**config.mk**
```make
export PLATFORM = sky130hd
export DESIGN_NAME = sdram_traffic_gen_flat
export DESIGN_NICKNAME = d
export VERILOG_FILES = /design/src/rtl/sdram_traffic_gen_if.sv /design/src/rtl/sdram_traffic_gen.sv /design/src/flat_wrapper.sv
export SDC_FILE = /design/constraint.sdc
export NUM_CORES = 1
export LEC_CHECK = 0
export ABC_AREA = 1
export CAP_MARGIN = 20
export CORE_MARGIN = 10
export CORE_UTILIZATION = 52
export DETAILED_ROUTE_END_ITERATION = 16
export PLACE_DENSITY_LB_ADDON = 0.05
export SLEW_MARGIN = 30
export SYNTH_ARGS = -nofsm -noshare
export SYNTH_HDL_FRONTEND = slang
export SYNTH_SLANG_ARGS = --single-unit
```
**constraint.sdc**
```tcl
create_clock -name sclk -period 2.1 [get_ports sclk]
set_input_delay 0.42 -clock sclk [delete_from_list [all_inputs] [get_ports sclk]]
set_output_delay 0.42 -clock sclk [all_outputs]
set_load 0.005 [all_outputs]
```
**src/rtl/sdram_traffic_gen_if.sv**
```systemverilog
// rtl/sdram_traffic_gen_if.sv - trigger/handshake bundle between the traffic generator and sdram_top
interface sdram_traffic_gen_if #(
    parameter int DATA_W = 16
);
    logic              init_done;
    logic              wr_trig;
    logic              wr_req;
    logic [DATA_W-1:0] wr_data;
    logic              wr_done;
    logic              rd_trig;
    logic              rd_data_vld;
    logic [DATA_W-1:0] rd_data;
    logic              rd_done;

    modport master (
        input  init_done, wr_req, wr_done, rd_data_vld, rd_data, rd_done,
        output wr_trig, wr_data, rd_trig
    );

    modport slave (
        output init_done, wr_req, wr_done, rd_data_vld, rd_data, rd_done,
        input  wr_trig, wr_data, rd_trig
    );
endinterface

```
**src/rtl/sdram_traffic_gen.sv**
```systemverilog
// rtl/sdram_traffic_gen.sv - write/read-back pattern traffic source and checker for sdram_top
// Define SDRAM_TG_LFSR_EN for LFSR patterns; default build uses incrementing counters.
module sdram_traffic_gen #(
    parameter int                DATA_W  = 16,
    parameter logic [DATA_W-1:0] SEED    = '0,
    parameter int unsigned       TIMEOUT = 20000
) (
    input  logic                    sclk,
    input  logic                    s_rst,
    input  logic                    start,
    sdram_traffic_gen_if.master     bus,
    output logic                    busy,
    output logic                    pass,
    output logic                    fail,
    output logic                    timeout,
    output logic [15:0]             err_cnt,
    output logic [15:0]             first_err_idx
);
    typedef enum logic [2:0] {
        IDLE, WAIT_INIT, WR_TRIG, WR_WAIT, RD_TRIG, RD_WAIT, DONE
    } state_t;

    localparam logic [31:0] TMO_LAST = 32'(TIMEOUT - 1);

    state_t            state_q, state_d;
    logic [DATA_W-1:0] wr_gen_q, wr_gen_d;
    logic [DATA_W-1:0] chk_gen_q, chk_gen_d;
    logic [15:0]       wr_cnt_q, wr_cnt_d;
    logic [15:0]       rd_cnt_q, rd_cnt_d;
    logic [31:0]       tmo_cnt_q, tmo_cnt_d;
    logic [15:0]       err_cnt_q, err_cnt_d;
    logic [15:0]       first_err_q, first_err_d;
    logic              pass_q, pass_d, fail_q, fail_d, timeout_q, timeout_d;
    logic              busy_q, busy_d, wr_trig_q, wr_trig_d, rd_trig_q, rd_trig_d;
    logic              tmo_hit;

    function automatic logic [DATA_W-1:0] gen_next(input logic [DATA_W-1:0] w);
`ifdef SDRAM_TG_LFSR_EN
        gen_next = {w[DATA_W-2:0], w[15] ^ w[13] ^ w[12] ^ w[10]};
`else
        gen_next = w + {{(DATA_W-1){1'b0}}, 1'b1};
`endif
    endfunction

    assign tmo_hit = (tmo_cnt_q == TMO_LAST);

    always_comb begin
        state_d     = state_q;
        wr_gen_d    = wr_gen_q;
        chk_gen_d   = chk_gen_q;
        wr_cnt_d    = wr_cnt_q;
        rd_cnt_d    = rd_cnt_q;
        tmo_cnt_d   = tmo_cnt_q;
        err_cnt_d   = err_cnt_q;
        first_err_d = first_err_q;
        pass_d      = pass_q;
        fail_d      = fail_q;
        timeout_d   = timeout_q;
        case (state_q)
            IDLE: begin
                if (start) begin
                    pass_d      = 1'b0;
                    fail_d      = 1'b0;
                    timeout_d   = 1'b0;
                    err_cnt_d   = '0;
                    first_err_d = 16'hFFFF;
                    wr_gen_d    = SEED;
                    chk_gen_d   = SEED;
                    wr_cnt_d    = '0;
                    rd_cnt_d    = '0;
                    state_d     = WAIT_INIT;
                end
            end
            WAIT_INIT: if (bus.init_done) state_d = WR_TRIG;
            WR_TRIG: begin
                tmo_cnt_d = '0;
                state_d   = WR_WAIT;
            end
            WR_WAIT: begin
                tmo_cnt_d = tmo_cnt_q + 32'd1;
                if (bus.wr_req) begin
                    wr_gen_d = gen_next(wr_gen_q);
                    wr_cnt_d = wr_cnt_q + 16'd1;
                end
                if (bus.wr_done) begin
                    chk_gen_d = SEED;
                    state_d   = RD_TRIG;
                end else if (tmo_hit) begin
                    pass_d    = 1'b0;
                    fail_d    = 1'b1;
                    timeout_d = 1'b1;
                    state_d   = DONE;
                end
            end
            RD_TRIG: begin
                tmo_cnt_d = '0;
                state_d   = RD_WAIT;
            end
            RD_WAIT: begin
                tmo_cnt_d = tmo_cnt_q + 32'd1;
                if (bus.rd_data_vld) begin
                    chk_gen_d = gen_next(chk_gen_q);
                    rd_cnt_d  = rd_cnt_q + 16'd1;
                    if (bus.rd_data != chk_gen_q) begin
                        if (err_cnt_q != 16'hFFFF) err_cnt_d = err_cnt_q + 16'd1;
                        if (err_cnt_q == 16'd0)    first_err_d = rd_cnt_q;
                    end
                end
                // Verdict uses the post-update counts so a final word beside rd_done is included.
                if (bus.rd_done) begin
                    pass_d  = (err_cnt_d == 16'd0) && (rd_cnt_d == wr_cnt_q);
                    fail_d  = !pass_d;
                    state_d = DONE;
                end else if (tmo_hit) begin
                    pass_d    = 1'b0;
                    fail_d    = 1'b1;
                    timeout_d = 1'b1;
                    state_d   = DONE;
                end
            end
            DONE:    state_d = IDLE;
            default: state_d = IDLE;
        endcase
        wr_trig_d = (state_d == WR_TRIG);
        rd_trig_d = (state_d == RD_TRIG);
        busy_d    = (state_d != IDLE);
    end

    always_ff @(posedge sclk) begin
        if (s_rst) begin
            state_q     <= IDLE;
            wr_gen_q    <= SEED;
            chk_gen_q   <= SEED;
            wr_cnt_q    <= '0;
            rd_cnt_q    <= '0;
            tmo_cnt_q   <= '0;
            err_cnt_q   <= '0;
            first_err_q <= 16'hFFFF;
            pass_q      <= 1'b0;
            fail_q      <= 1'b0;
            timeout_q   <= 1'b0;
            busy_q      <= 1'b0;
            wr_trig_q   <= 1'b0;
            rd_trig_q   <= 1'b0;
        end else begin
            state_q     <= state_d;
            wr_gen_q    <= wr_gen_d;
            chk_gen_q   <= chk_gen_d;
            wr_cnt_q    <= wr_cnt_d;
            rd_cnt_q    <= rd_cnt_d;
            tmo_cnt_q   <= tmo_cnt_d;
            err_cnt_q   <= err_cnt_d;
            first_err_q <= first_err_d;
            pass_q      <= pass_d;
            fail_q      <= fail_d;
            timeout_q   <= timeout_d;
            busy_q      <= busy_d;
            wr_trig_q   <= wr_trig_d;
            rd_trig_q   <= rd_trig_d;
        end
    end

    assign bus.wr_trig    = wr_trig_q;
    assign bus.rd_trig    = rd_trig_q;
    assign bus.wr_data    = wr_gen_q;
    assign busy           = busy_q;
    assign pass           = pass_q;
    assign fail           = fail_q;
    assign timeout        = timeout_q;
    assign err_cnt        = err_cnt_q;
    assign first_err_idx  = first_err_q;
endmodule

```
**src/flat_wrapper.sv**
```systemverilog
// flat-port wrapper written by rule: the top's interface ports become plain ports
module sdram_traffic_gen_flat 
#(
    parameter int                DATA_W  = 16,
    parameter logic [DATA_W-1:0] SEED    = '0,
    parameter int unsigned       TIMEOUT = 20000
)
  (sclk, s_rst, start, busy, pass, fail, timeout, err_cnt, first_err_idx, bus_init_done, bus_wr_req, bus_wr_done, bus_rd_data_vld, bus_rd_data, bus_rd_done, bus_wr_trig, bus_wr_data, bus_rd_trig);
  sdram_traffic_gen_if #(.DATA_W(DATA_W)) bus_i ();
  input  logic sclk;
  input  logic s_rst;
  input  logic start;
  output logic busy;
  output logic pass;
  output logic fail;
  output logic timeout;
  output logic [15:0] err_cnt;
  output logic [15:0] first_err_idx;
  input wire logic [$bits(bus_i.init_done)-1:0] bus_init_done;
  input wire logic [$bits(bus_i.wr_req)-1:0] bus_wr_req;
  input wire logic [$bits(bus_i.wr_done)-1:0] bus_wr_done;
  input wire logic [$bits(bus_i.rd_data_vld)-1:0] bus_rd_data_vld;
  input wire logic [$bits(bus_i.rd_data)-1:0] bus_rd_data;
  input wire logic [$bits(bus_i.rd_done)-1:0] bus_rd_done;
  output wire logic [$bits(bus_i.wr_trig)-1:0] bus_wr_trig;
  output wire logic [$bits(bus_i.wr_data)-1:0] bus_wr_data;
  output wire logic [$bits(bus_i.rd_trig)-1:0] bus_rd_trig;
  assign bus_i.init_done = bus_init_done;
  assign bus_i.wr_req = bus_wr_req;
  assign bus_i.wr_done = bus_wr_done;
  assign bus_i.rd_data_vld = bus_rd_data_vld;
  assign bus_i.rd_data = bus_rd_data;
  assign bus_i.rd_done = bus_rd_done;
  assign bus_wr_trig = bus_i.wr_trig;
  assign bus_wr_data = bus_i.wr_data;
  assign bus_rd_trig = bus_i.rd_trig;
  sdram_traffic_gen #(.DATA_W(DATA_W), .SEED(SEED), .TIMEOUT(TIMEOUT)) u_core (.sclk(sclk), .s_rst(s_rst), .start(start), .bus(bus_i), .busy(busy), .pass(pass), .fail(fail), .timeout(timeout), .err_cnt(err_cnt), .first_err_idx(first_err_idx));
endmodule
```
# Word level (Yosys, flattened, before mapping)
# Cells that the tools add are included.
# op_classes
reduce_logical	18
n_mux	41
eq_ne	19
addsub	6
# ops
cell	count
16-bit 2-to-1 mux	15
16-bit one-hot mux with 2 select lines	5
16-bit by 1-bit adder with 16-bit output, second input constant	5
32-bit one-hot mux with 2 select lines	1
16-bit one-hot mux with 3 select lines	1
32-bit by 1-bit adder with 32-bit output, second input constant	1
32-bit by 15-bit == test with 1-bit output, second input constant	1
16-bit zero test	2
3-bit one-hot mux with 6 select lines	1
16-bit == test	1
16-bit != test	1
16-bit != test, second input constant	1
3-bit 2-to-1 mux	5
2-bit != test, second input constant	6
1-bit 2-to-1 mux	10
3-bit by 2-bit == test with 1-bit output, second input constant	3
3-bit == test, second input constant	3
1-bit one-hot mux with 3 select lines	3
4-bit AND reduction	2
3-bit AND reduction	2
2-bit nonzero test	3
3-bit nonzero test	2
5-bit AND reduction	1
2-bit by 1-bit != test with 1-bit output, second input constant	2
6 further kinds	7
# word_totals
ff_bits	137
inputBits	24
word_cells	98
out_inout_bits	54

# Longest topological paths before layout
# Gate-level depths: netlist of run 1.
# depth
ltp_word	10
depth_mapped	19

# Worst setup path before layout of run 1
# Ideal clock, no wire load.
# synth_timing
path_type	register -> register
start	register u_core.tmo_cnt_q[0]
end	register u_core.tmo_cnt_q[30]
synth_period_minus_slack_ns	1.970
n_path_buf	0
arrival_time_ns	1.857
stages_incl_launch_ff	14
slack_ns	0.130
setup_time_ns	0.114
path_cell_list	dfxtp_1 -> ha_1 -> nand3_1 -> nor2_2 -> inv_1 -> nor2_2 -> inv_1 -> nor4_1 -> nand2_1 -> nor3_1 -> nor3b_1 -> nand2_1 -> nand2_1 -> nor2_1
# synth_via
elab_chain_cells	2
# synth_rtl
element	line	source
start, declared	sdram_traffic_gen.sv:30	logic [31:0] tmo_cnt_q, tmo_cnt_d;
start signal, assigned	sdram_traffic_gen.sv:151	tmo_cnt_q <= tmo_cnt_d;
32-bit by 1-bit adder with 32-bit output	sdram_traffic_gen.sv:80, sdram_traffic_gen.sv:100	
32-bit one-hot mux with 2 select lines	sdram_traffic_gen.sv:59	case (state_q)
# Every way passes these cells.
# A chain may end at the register's enable or synchronous reset.

# Worst setup path in the final report of run 1
# layout_timing
start	register u_core.state_q[1]
end	register u_core.wr_cnt_q[15]
# layout_via
elab_chain_cells	3
elab_cells_between_ends	7
cone_classes	eq/ne (3); mux (1); reduce/logical (3)
# layout_rtl
element	line	source
start, declared	sdram_traffic_gen.sv:25	state_t state_q, state_d;
start signal, assigned	sdram_traffic_gen.sv:146	state_q <= state_d;
3-bit by 2-bit == test with 1-bit output or 3-bit zero test (tied branches)	sdram_traffic_gen.sv:59	
2-bit != test (no source line) or 2-bit nonzero test (tied branches)	n/a	
3-bit AND reduction (no source line)	n/a	
end signal, assigned	sdram_traffic_gen.sv:149	wr_cnt_q <= wr_cnt_d;
end, declared	sdram_traffic_gen.sv:28	logic [15:0] wr_cnt_q, wr_cnt_d;
# Parallel ways exist; a longest one is shown, timed or not.

==> results of run 1 <==
metrics by stage:
stage	hold slack (ns)	power, mW	std cells	setup WS [ns]	setup TNS, ns
after floorplan	0.446	3.12	1278	0.130	0
after global placement	0.455	3.48	1648	-0.617	-15.74
after detailed placement	0.463	3.49	1648	-0.639	-18.11
after CTS	0.477	6.51	1699	0.00220	0
after global routing	0.494	6.81	1718	-0.182	-1.48
final	0.472	6.59	1718	-0.0607	-0.141
worst paths after layout:
kind | to | slack, ns | start
setup / recovery | u_core.wr_cnt_q[15] | -0.06 | u_core.state_q[1]
hold reg to reg | u_core.first_err_idx[11] | 0.47 | u_core.first_err_idx[11]
hold / removal | u_core.first_err_idx[11] | 0.47 | u_core.first_err_idx[11]
setup reg to reg | u_core.wr_cnt_q[15] | -0.06 | u_core.state_q[1]
logic make-up after synthesis:
kind of cell	Yosys count	share of synthesized area (%)
simple gates	713	39.7
buf+inv	215	10.3
compound gates	197	13.6
flops	137	34.3
xor+xnor	9	0.986
fa+ha+maj	7	1.10
synth_stat cells (3+ instances only):
cell	n
a211oi_1	14
a21oi_1	105
a221oi_1	3
a22oi_1	4
and3_1	3
buf_1	4
buf_2	10
clkbuf_1	21
dfxtp_1	137
ha_1	7
inv_1	162
inv_2	14
nand2_1	368
nand2_2	8
nand3_1	90
nand4_1	34
nor2_1	122
nor2_2	11
nor2_4	4
nor3_1	49
nor4_1	5
o21ai_0	48
o21ai_1	10
xor2_1	9
power by group through the flow:
stage | clock [mW] | sequential, mW | combinational [mW]
floorplan | 0 | 2.76 | 0.358
global placement | 0 | 2.77 | 0.710
detailed placement | 0 | 2.77 | 0.719
CTS | 3.07 | 2.71 | 0.730
global route | 3.18 | 2.72 | 0.906
finish | 3.04 | 2.72 | 0.826
flip-flops by register name (all words and copies together) (netlist names):
name,flops
u_core.busy,1
u_core.pass,1
u_core.chk_gen_q,16
u_core.timeout,1
u_core.tmo_cnt_q,32
u_core.wr_cnt_q,16
u_core.err_cnt,16
u_core.bus.rd_trig,1
u_core.state_q,3
u_core.fail,1
u_core.bus.wr_data,16
u_core.bus.wr_trig,1
u_core.rd_cnt_q,16
u_core.first_err_idx,16
repair_timing:
item	in CTS	in global routing
pin swaps	19	62
buffers inserted	18	19
resized for setup	40	147
setup endpoints to repair	13	57
cloned	2	1
layout make-up:
type	instances	area share, %
clock buffer	17	3.70
clock inverter	14	1.41
inverter	179	5.97
sequential	137	24.2
multi-input combinational	926	42.9
tap	188	2.04
timing repair buffer	257	19.8
worst register-to-register path: stages (launching register included):
cell and delay [ns]:
dfxtp_4 0.37, inv_4 0.07, nand2_4 0.05, nor2_4 0.11, inv_2 0.05, nor2_4 0.11, inv_2 0.07, nand2_4 0.11
nand2_4 0.06, nor2_4 0.13, nand3_2 0.10, nor4_4 0.40, nand2_2 0.15, o21ai_1 0.15, nand2_1 0.06, nor2_1 0.13
per-layer routing:
metal  vias to the layer above  track usage (%)  routed length [µm]
met5                         -                0                   0
met3                        41             4.79                1500
met1                      4221             28.1               10800
li1                       4646                -                   -
met2                       264             38.5               12100
met4                         0             7.52                 465
==> impl_results.md, run 1 <==
- Minimum clock period: 2.16 ns
- CP max stage delay: 0.40 ns
- Delay-heaviest family, CP: simple AND/OR/NAND/NOR gates
- Ys Warns: 0
- CTS Buf Count: 17
- #FFs+latches synth: 137
- Clock transition at path regs: approximately 0.060 ns
- IO Pins: 78
- Final setup viols: 4
- Worst path bufs/invs: 3
- Core Util, Final: around three quarters
- Comb pwr share: 12.5%
- Worst setup margin: -0.0607 ns
- Design Area, Final: 0.0115 mm²
- EDFF count, synth: 0
- Placed Area: 0.00995 mm²
- Synthesis-to-layout area growth: 43.9%
- Reg power frac: 41.3%
- WP depth: 15
- P_leak: 5.04 nW
- Fillers: 1207
- # hold bufs at CTS: 0
- Worst Setup End Kind: flop
- Area taken by multi-input logic gates: 0.00493 mm²
- Die W: about 140 µm
- DPL Wire Length: 16500 µm
- Syn Area/Cell: 6.26 µm²
- Gr usage total: 22.7%
- Largest net degree at the start of global routing: slightly below 80
- Synth Flop Type: dfxtp_1
- Port buffer count: 77
- NetSw: 1.77 mW
- GRT overflow: 0
- H-tree Lvls: 4
- Die ar.: 0.0207 mm²
- Startpoint types: flop
- Clk sinks: 137
- Worst Max-Slew Pin Slew: 0.917 ns
- Slew headroom: 38.8%
- Global-route wire length before repair: 38800 µm
- Commonest non-fill, non-tap cells in the layout: nand2_1, buf_4, inv_1
- Worst vdd ir: 0.609 mV
- Fmax: about 460 MHz
- CTS tree: done
- CTS Buffer Depth: 2
- Hold Vio Cnt, Final: 0
- Final Cycle Share: 103%
- Crit path kind: flop to flop
- Routability cong.: 0.956
- Sequential fraction of the synthesis area: 34.3%
- CP arrival: roughly 2.5 ns
- Clk pwr share: 46.2%
- Class of the worst hold path: flop to flop
- Sequential Area: about 0.0028 mm²
- FP Rows: 45
- Final Skew: 0.0101 ns
- Worst path cell trace: inv_4, nand2_4, nor2_4, inv_2, nor2_4, inv_2, nand2_4, nand2_4, nor2_4, nand3_2, nor4_4, nand2_2, o21ai_1, nand2_1, nor2_1
- Switching share of total power: 26.8%
- Die height: around 140 µm
- Commonest non-fill, non-tap cell in the layout: nand2_1
- Number of global-route vias before repair: 8264
- Antenna Nets Post-Route: 0
- Initial antenna violation count: 0
- Synth cell types: 50
- Final wirelength: between 20000 and 25000 µm
- Async SR Flop Fraction: 0%
- Starting Density: 52.8%
- Largest cells by area after synthesis: dfxtp_1, nand2_1, inv_1
- Cells on worst reg2reg path: 15
- Total iterations of the first detailed-routing run: 5
- Min-Delay Path Depth: 2
- Remaining DRCs: 0
- Syn_nets: 1309
- Layout Nets: 1549
- Worst skew pair latency: 0.43 ns
- Routed vias: roughly 9200
- WL/cell: 14.5 µm
- DR vias/cell: 5.34
- Mapped Area: about 0.0080 mm²
- Failing checks: setup timing
- CP required: 2.46 ns
- Pins Over Slew Limit: 0
- Status: finished, violations left
- Leading area contributor after synthesis: dfxtp_1
- Pwr/cell area: 572 mW/mm²
- Post-synth top area share: 34.3%
- Slowest cell on crit path: nor4_4
- Clock Tree Root: clkbuf_16
- Initial DRC Count: 732
- Core Region: 0.0151 mm²
- Internal power: approximately 4.8 mW
- Number of max-cap violations: 0
- Synth Instances: 1278
- Crit Path Max Fanout: 5
- RSZ-0062 raised after global routing: yes
- # diodes: 0
- Layout cells sized above 1: 24.6%
(Power assumes the default switching activity.)
==> inputs of run 2 (changes only) <==
--- a/config.mk
+++ b/config.mk
@@ -5,12 +5,11 @@
 export SDC_FILE = /design/constraint.sdc
 export NUM_CORES = 1
 export LEC_CHECK = 0
-export ABC_AREA = 1
 export CAP_MARGIN = 20
 export CORE_MARGIN = 10
 export CORE_UTILIZATION = 52
 export DETAILED_ROUTE_END_ITERATION = 16
-export PLACE_DENSITY_LB_ADDON = 0.05
+export PLACE_DENSITY = 0.83
 export SLEW_MARGIN = 30
 export SYNTH_ARGS = -nofsm -noshare
 export SYNTH_HDL_FRONTEND = slang
==> constraint.sdc (replaced) <==
create_clock -name sclk -period 2.1 [get_ports sclk]
set_input_delay 0.525 -clock sclk [delete_from_list [all_inputs] [get_ports sclk]]
set_output_delay 0.525 -clock sclk [all_outputs]
set_load 0.005 [all_outputs]
==> impl_results.md, run 2 <==
- Status: finished, violations left
- Failing checks: setup timing
- Comb pwr share: 10.6%
- Sequential fraction of the synthesis area: 36.1%
- NetSw: about 1.5 mW
- Largest cells by area after synthesis: dfxtp_1, nor2_1, xor2_1
- P_leak: 4.53 nW
- Synth Instances: 973
- Class of the worst hold path: input pin to flop
- Port buffer count: 77
- RSZ-0062 raised after global routing: yes
- # diodes: 0
- Starting Density: 52.7%
- FF-to-FF End: u_core.fail
- Top cells by count, synth: dfxtp_1, nor2_1, nand2_1
- Mapped Area: between 0.007 and 0.008 mm²
- Pwr/cell area: 555 mW/mm²
- Count leader, synth: dfxtp_1
- CP arrival: 2.63 ns
- CTS Buffer Depth: 2
- Antenna Nets Post-Route: 0
- Leading area contributor after synthesis: dfxtp_1
- Commonest non-fill, non-tap cells in the layout: buf_4, nor2_1, dfxtp_1
- Initial DRC Count: between 700 and 800
- Final wirelength: 27100 µm
- Worst setup margin: -0.229 ns
- Routed vias: 8568
- Clock transition at path regs: 0.06 ns
- WL/cell: 19.2 µm
- Die ar.: 0.0199 mm²
- Number of max-cap violations: 0
- Flip-flop count of the largest register after layout: 32
- Worst skew pair latency: 0.43 ns
- Cells on worst reg2reg path: 8
- Largest net degree at the start of global routing: 48
- Die height: about 140 µm
- Synth cell types: 70
- Min Hold Slack: 0.486 ns
- Worst r2r src: u_core.chk_gen_q[3]
- Minimum clock period: 2.33 ns
- Worst Max-Slew Pin Slew: about 0.42 ns
- Syn_nets: 1004
- Syn Area/Cell: 7.82 µm²
- Number of global-route vias before repair: 7871
- Most flop-heavy register: u_core.tmo_cnt_q
- IO Pins: 78
- Critical Path Start: u_core.chk_gen_q[3]
- Clk pwr share: 48.2%
- CTS Buf Count: 17
- Internal power: ~4.8 mW
- GRT overflow: 0
- DPL Wire Length: 15800 µm
- Layout cells sized above 1: 33.0%
- Reg-to-reg slack, setup: -0.23 ns
- Async SR Flop Fraction: 0%
- CP endpoint: u_core.fail
- Synthesis-to-layout area growth: 50.5%
- Layout Nets: 1242
- CP required: 2.40 ns
- Routability cong.: 0.976
- Worst Setup End Kind: flop
- Post-synth top area share: 36.1%
- Switching share of total power: 23.9%
- Slew headroom: 71.8%
- FP Rows: 44
- Commonest non-fill, non-tap cell in the layout: buf_4
- Fin Setup TNS: -2.86 ns
- Final setup viols: 39
- Reg power frac: 41.1%
- Pins Over Slew Limit: 0
- #FFs+latches synth: 137
- Final Skew: 0.00647 ns
- Ys Warns: 0
- Remaining DRCs: 0
- Crit Path Max Fanout: 5
- Gr usage total: 23.2%
- Worst vdd ir: 0.535 mV
- Final Cycle Share: 111%
- Global-route wire length before repair: 38500 µm
- Hold Vio Cnt, Final: 0
- DR vias/cell: a little over 6
- Initial antenna violation count: 0
- Fmax: 429 MHz
- Startpoint types: flop
- Clock Tree Root: clkbuf_16
- CTS tree: done
- Total iterations of the first detailed-routing run: 7
- Die W: 141 µm
- Synth Flop Type: dfxtp_1
- Final Power: 6.36 mW
- Core Region: 0.0144 mm²
- Crit path kind: flop to flop
- H-tree Lvls: 4
- EDFF count, synth: 0
- Clk sinks: 137
==> run 2: cell types whose count changed in the layout (fill, tap and decap cells not counted), sizes merged, moves of 19 or more <==
cell / before / now
inv: 183 / 16
buf: 180 / 200
nor3: 52 / 28
nor2b: 0 / 19
a21oi: 105 / 58
nand3: 93 / 61
nand2: 378 / 92
and3: 3 / 31
xor2: 9 / 46
xnor2: 0 / 40
o21ai: 58 / 32
==> run 2: cell families after synthesis <==
group | synth area share [%]
AND/OR/NAND/NOR | 31.7
AO/OA/AOI/OAI | 14.8
flip-flops | 36.1
XOR/XNOR | 9.90
buffers and inverters | 3.88
multiplexers | 2.58
adder cells (fa/ha/maj) | 1.15
==> run 2: worst min-delay path by stage <==
stage	startpoint	endpoint	slack, ns	depth (start not counted)
2_1_floorplan	u_core.tmo_cnt_q[1]	u_core.tmo_cnt_q[1]	0.46	2
3_3_place_gp	u_core.first_err_idx[7]	u_core.first_err_idx[7]	0.46	1
3_5_place_dp	u_core.first_err_idx[7]	u_core.first_err_idx[7]	0.47	1
4_1_cts	s_rst	u_core.err_cnt[8]	0.47	2
5_1_grt	s_rst	u_core.err_cnt[8]	0.50	2
6_report	s_rst	u_core.err_cnt[8]	0.49	2
==> run 2: routing by layer <==
metal / vias to the layer above / GRT usage, % / wire [µm]
met5: - / 0 / 0
met1: 4134 / 27.9 / 10500
li1: 3926 / - / -
met3: 93 / 4.97 / 1900
met4: 0 / 9.18 / 1110
met2: 415 / 39.4 / 13600
==> run 2: power by group through the flow <==
stage	combinational [mW]	sequential (mW)	clock, mW
floorplan	0.272	2.67	0
global placement	0.493	2.68	0
detailed placement	0.501	2.68	0
CTS	0.612	2.62	3.07
global route	0.706	2.61	3.21
finish	0.675	2.61	3.07
==> run 2: final cells by class <==
type	instances	area, µm²
Timing Repair Buffer	276	2350
Clock buffer	25	515
Multi-Input combinational cell	763	5400
Inverter	16	60.1
Tap cell	184	230
Sequential cell	137	2810
Clock inverter	7	87.6
Fill cell	870	2980
==> run 2: critical path, cell delays in order, from the launching register on <==
cell	delay, ns
dfxtp_1	0.41
xor2_2	0.30
nor4_4	0.09
buf_4	0.16
a41o_1	0.27
or4_1	0.57
a22oi_2	0.16
and3_1	0.18
a31oi_1	0.06
==> run 2: what timing repair did <==
action | in CTS | in global routing
hold buffers | 0 | 0
pin swaps | 29 | 41
cloned | 4 | 0
setup buffers | 18 | 12
setup endpoints to repair | 76 | 67
gates resized for setup | 118 | 99
==> run 2: through the flow <==
step           worst slack, ns  cell area, µm²  std cells  util [%]
2_1_floorplan           -0.132            7730        973         -
3_3_place_gp            -0.743            9770       1343      67.7
3_5_place_dp            -0.870            9770       1343      67.7
4_1_cts                 -0.126           11000       1397      76.1
5_1_grt                 -0.335           11400       1408      79.4
6_report                -0.229           11400       1408      79.4
